--- config.mk ---
export PLATFORM = sky130hd
export DESIGN_NAME = la_trace_seq
export DESIGN_NICKNAME = d
export VERILOG_FILES = /design/src/rtl/la_trace_seq.sv
export SDC_FILE = /design/constraint.sdc
export NUM_CORES = 1
export LEC_CHECK = 0
export ABC_AREA = 0
export BUFFER_PORTS_ARGS = -buffer_cell sky130_fd_sc_hd__clkbuf_2
export CAP_MARGIN = 20
export CORE_AREA = 5 5 57 59
export CTS_CLUSTER_SIZE = 20
export DETAILED_ROUTE_END_ITERATION = 16
export DIE_AREA = 0 0 62 64
export HOLD_SLACK_MARGIN = 0.12
export PLACE_DENSITY = 0.81
export SLEW_MARGIN = 20
export SYNTH_ARGS = -nofsm -noshare
export SYNTH_HDL_FRONTEND = slang
export SYNTH_SLANG_ARGS = --single-unit
--- constraint.sdc ---
create_clock -name CLK -period 2.5 [get_ports CLK]
set_clock_uncertainty 0.1 [all_clocks]
set_input_delay 0.375 -clock CLK [delete_from_list [all_inputs] [get_ports CLK]]
set_output_delay 0.375 -clock CLK [all_outputs]
set_load 0.01 [all_outputs]
--- src/rtl/la_trace_seq.sv ---
// Logic-analyzer trace RAM sequencer: circular write pointer, arm/trigger/post-trigger
// capture with freeze, and a logical-to-physical read port. Optional LA_TRIG_EDGE_EN selects edge trigger.
module la_trace_seq #(
    parameter int AW = 5
) (
    input  logic          CLK,
    input  logic          RESET,
    input  logic          arm,
    input  logic          la_we,
    input  logic          trig,
    input  logic [AW-1:0] post_cnt,
    output logic          wr_en,
    output logic [AW-1:0] wr_addr,
    output logic [AW-1:0] trig_addr,
    output logic          wrapped,
    output logic          done,
    input  logic          rd_req,
    input  logic [AW-1:0] rd_idx,
    output logic [AW-1:0] rd_addr,
    output logic          rd_valid
);

    typedef enum logic [1:0] {IDLE, ARMED, POST, DONE} state_t;

    state_t        state_q,     state_d;
    logic [AW-1:0] wr_addr_q,   wr_addr_d;
    logic [AW-1:0] trig_addr_q, trig_addr_d;
    logic          wrapped_q,   wrapped_d;
    logic [AW-1:0] remain_q,    remain_d;
    logic [AW-1:0] rd_addr_q,   rd_addr_d;
    logic          rd_valid_q,  rd_valid_d;
    logic          hit;
    logic [AW-1:0] oldest;

`ifdef LA_TRIG_EDGE_EN
    // Previous sampled trigger level; preset high so a level already asserted at arm is not an edge.
    logic trig_q;
    assign hit = trig & ~trig_q;

    always_ff @(posedge CLK) begin
        if (RESET || arm) begin
            trig_q <= 1'b1;
        end else if (la_we) begin
            trig_q <= trig;
        end
    end
`else
    assign hit = trig;
`endif

    assign wr_en  = la_we & ((state_q == ARMED) | (state_q == POST)) & ~arm;
    assign oldest = wrapped_q ? wr_addr_q : '0;

    // NOTE: every output of this block gets a default first, so no path leaves one unassigned (no latches).
    always_comb begin
        state_d     = state_q;
        wr_addr_d   = wr_addr_q;
        trig_addr_d = trig_addr_q;
        wrapped_d   = wrapped_q;
        remain_d    = remain_q;
        rd_addr_d   = rd_addr_q;
        rd_valid_d  = 1'b0;

        if (arm) begin
            state_d   = ARMED;
            wr_addr_d = '0;
            wrapped_d = 1'b0;
            remain_d  = '0;
        end else begin
            if (wr_en) begin
                wr_addr_d = wr_addr_q + 1'b1;
                if (wr_addr_q == '1) wrapped_d = 1'b1;
            end
            unique case (state_q)
                ARMED: begin
                    if (wr_en && hit) begin
                        trig_addr_d = wr_addr_q;
                        if (post_cnt == '0) begin
                            state_d = DONE;
                        end else begin
                            remain_d = post_cnt;
                            state_d  = POST;
                        end
                    end
                end
                POST: begin
                    if (wr_en) begin
                        remain_d = remain_q - 1'b1;
                        if (remain_q == AW'(1)) state_d = DONE;
                    end
                end
                default: ;
            endcase
        end

        // Reads translate logical index (0 = oldest) only once the buffer is frozen.
        if (rd_req && state_q == DONE) begin
            rd_addr_d  = oldest + rd_idx;
            rd_valid_d = 1'b1;
        end
    end

    // NOTE: sequential state uses non-blocking assignments so all registers update from pre-edge values.
    always_ff @(posedge CLK) begin
        if (RESET) begin
            state_q     <= IDLE;
            wr_addr_q   <= '0;
            trig_addr_q <= '0;
            wrapped_q   <= 1'b0;
            remain_q    <= '0;
            rd_addr_q   <= '0;
            rd_valid_q  <= 1'b0;
        end else begin
            state_q     <= state_d;
            wr_addr_q   <= wr_addr_d;
            trig_addr_q <= trig_addr_d;
            wrapped_q   <= wrapped_d;
            remain_q    <= remain_d;
            rd_addr_q   <= rd_addr_d;
            rd_valid_q  <= rd_valid_d;
        end
    end

    assign wr_addr   = wr_addr_q;
    assign trig_addr = trig_addr_q;
    assign wrapped   = wrapped_q;
    assign done      = (state_q == DONE);
    assign rd_addr   = rd_addr_q;
    assign rd_valid  = rd_valid_q;

endmodule

==> run_results.csv <==
group,metric,value,unit
setup_path,crit_top_cell,"inv_1",
route,routed_wl,2935,µm
synth,yosysWarnings,0,
cts,h-tree-depth,1,
timing,fin_crit,2.335,ns
timing,finalSetupTns,0,ns
power,leakagePower,0.0006894,µW
timing,drv_slew,0,
setup_path,crit_cells,5,
synth,yosysSeqAreaShare,36.75,%
timing,finalHoldViolations,0,
setup_path,cp_max_fo,6,
global_routing,grt_max_degree,17,
setup_path,crit_path_cell_trace,"inv_1 -> ha_1 -> or3b_4 -> inv_1 -> clkbuf_2",
hold_path,holdPathStages,3,
floorplan,start_util,49.11,%
global_routing,grt_usage,15.64,%
layout,final_area,0.001555,mm²
hold_path,hold_path.class,"in2reg",
placed_design,place_ws,0.2287,ns
route,drc,0,
synth,ys_ff_latch,24,
power,max-vdd-ir-drop,0.3732,mV
placed_design,numPortBuffers,34,
cts,cts_root_buf,"clkbuf_4",
setup_path,r2r_cells,6,
cts,cts_tree,"yes",
setup_path,cpPeakStageDelay,0.42,ns
route,via_count,1130,
power,power,731.4,µW
timing,max_freq,428.3,MHz
timing,period_share,93.40,%
cts,insertion_delay,0.32,ns
floorplan,io_pins,35,
job,maxCapViolations,0,
cts,clock-sinks,24,
placed_design,hpwl,2372,µm
layout,syn2layout_area_growth,18.95,%
timing,rsz0062_at_grt,"false",
synth,syn_area,0.001308,mm²
floorplan,num_rows,19,
setup_path,critPathTopFamily,"simple AND/OR/NAND/NOR gates",
cts,cts-resized-gates,0,
timing,fin_ws,0.1650,ns
timing,worst_pin_slew,0.5375,ns
setup_path,worstSetupEndpointType,"primary output",
floorplan,fp.dieW,62,µm
cts,cts_buffers,3,
layout,nNetsFinal,206,
global_routing,grt_pass1_vias,1167,
synth,synth_cells,143,
timing,setup_viol,0,
synth,ys.flop_type,"dfxtp_1",
setup_path,worstPathBufferInverterCount,3,
layout,final_cell_mix,"clkbuf_2 (34), dfxtp_1 (24), nor2_1 (19)",
layout,fin_util,58.41,%
global_routing,grt_pass1_wl,4947,µm
route,via_per_inst,5.433,
layout,antenna_cells,0,
cts,cts_setup_buffers,0,
synth,avgSynthCellArea,9.143,µm²
global_routing,antenna_found_initial,0,
floorplan,design.core.area,0.002663,mm²
floorplan,die_height,64,µm
placed_design,placedInstanceArea,0.001503,mm²
power,power_density,470.3,mW/mm²
synth,synth-edff-count,0,
run_status,status,"completed",
route,drt_iter0_drc,46,
setup_path,crit_type,"reg2out",
setup_path,crit_required,2.03,ns
floorplan,dieArea,0.003968,mm²
cts,path_clk_slew,0.14,ns
global_routing,grt.overflow.total,0,
layout,layout_commonest_cell,"clkbuf_2",
setup_path,crit_path_start_kind,"flip-flop",
cts,postCtsHoldBufs,0,
route,wl_per_cell,14.11,µm
cts,clock_path_buffers,2,
setup_path,cp.arrival,1.86,ns
synth,synthesis.nets,171,
timing,max_slew_margin,64.16,%
setup_path,slowest_stage,"or3b_4",
layout,drive_gt1_share,27.12,%
synth,ys_types,38,
synth,synthArstFlopShare,0,%
route,drtAntennaViolNets,0,
placed_design,gp_congestion,0.9022,
route,first_pass_iters,4,
cells in the mapped netlist (2+ instances only):
| cell type | instances | share of area (%) |
|---|---|---|
| xnor2_1 | 3 | 2.0 |
| buf_2 | 2 | 0.77 |
| dfxtp_1 | 24 | 37 |
| nor2_1 | 19 | 5.5 |
| and2_1 | 5 | 2.4 |
| mux2i_1 | 9 | 6.9 |
| a211oi_1 | 5 | 2.9 |
| xor2_1 | 3 | 2.0 |
| inv_1 | 6 | 1.7 |
| ha_1 | 11 | 11 |
| nand2b_1 | 2 | 0.96 |
| a21o_1 | 2 | 1.1 |
| and3_1 | 2 | 0.96 |
| clkbuf_1 | 3 | 0.86 |
| or2_2 | 2 | 0.96 |
| a21oi_1 | 12 | 4.6 |
| a31o_2 | 2 | 1.3 |
| nand2_1 | 11 | 3.2 |
layer usage:
layer	vias to the layer above	GRT usage, %	routed length [µm]
met2	33	27.20	1461
met1	522	19.00	1255
li1	571	-	-
met5	-	0	0
met4	0	3.448	24
met3	4	3.622	193
where the power goes:
| part | total, µW | leakage, µW | switching (µW) | internal [µW] |
|---|---|---|---|---|
| clock network | 286 | 0.0000279 | 124 | 162 |
| logic | 57.8 | 0.000468 | 32.6 | 25.1 |
| registers | 388 | 0.000194 | 2.99 | 385 |
| total | 731 | 0.000689 | 159 | 572 |
logic make-up (layout without fill, tap and decap cells):
group / after synthesis / count (layout) / share of synthesized area [%]
flip-flops: 24 / 24 / 36.75
adder cells (fa/ha/maj): 12 / 12 / 12.06
AO/OA/AOI/OAI: 29 / 29 / 16.56
XOR/XNOR: 6 / 6 / 4.020
multiplexers: 10 / 10 / 7.751
AND/OR/NAND/NOR: 51 / 51 / 19.52
buffers and inverters: 11 / 45 / 3.349
metrics by stage:
step                      instances  hold slack, ns
final                           208          0.2642
after global routing            208          0.2914
after CTS                       208          0.2566
after detailed placement        204          0.3627
after global placement          204          0.3444
after floorplan                 143          0.3478
state kept, by name (all words and copies together) (netlist names):
name	cells
wrapped	1
rd_valid	1
rd_addr	5
wr_addr	5
state_q	2
trig_addr	5
remain_q	5
tightest hold or removal path: cells and delay by family:
kind | cells | cell delay [ns]
buf+inv | 1 | 0.09
simple gates | 2 | 0.19
final cells by class:
type / instances / area [µm²]
clock inverters: 1 / 30.03
flip-flops and latches: 24 / 480.5
fillers: 253 / 1107
clock buffers: 3 / 22.52
inverters: 6 / 22.52
multi-input cells: 108 / 783.3
well taps: 31 / 38.79
repair buffers: 35 / 177.7
worst paths after layout:
check                     startpoint                        to  slack, ns
max          state_q[0]$_SDFFE_PP0P_                     wr_en       0.16
min                           rd_req       rd_valid$_SDFF_PP0_       0.26
max reg2reg  state_q[0]$_SDFFE_PP0P_  remain_q[2]$_SDFFE_PP0P_       0.20
min reg2reg  rd_addr[1]$_SDFFE_PP0P_   rd_addr[1]$_SDFFE_PP0P_       0.38
Note: power is estimated with default switching activity, not from simulation.
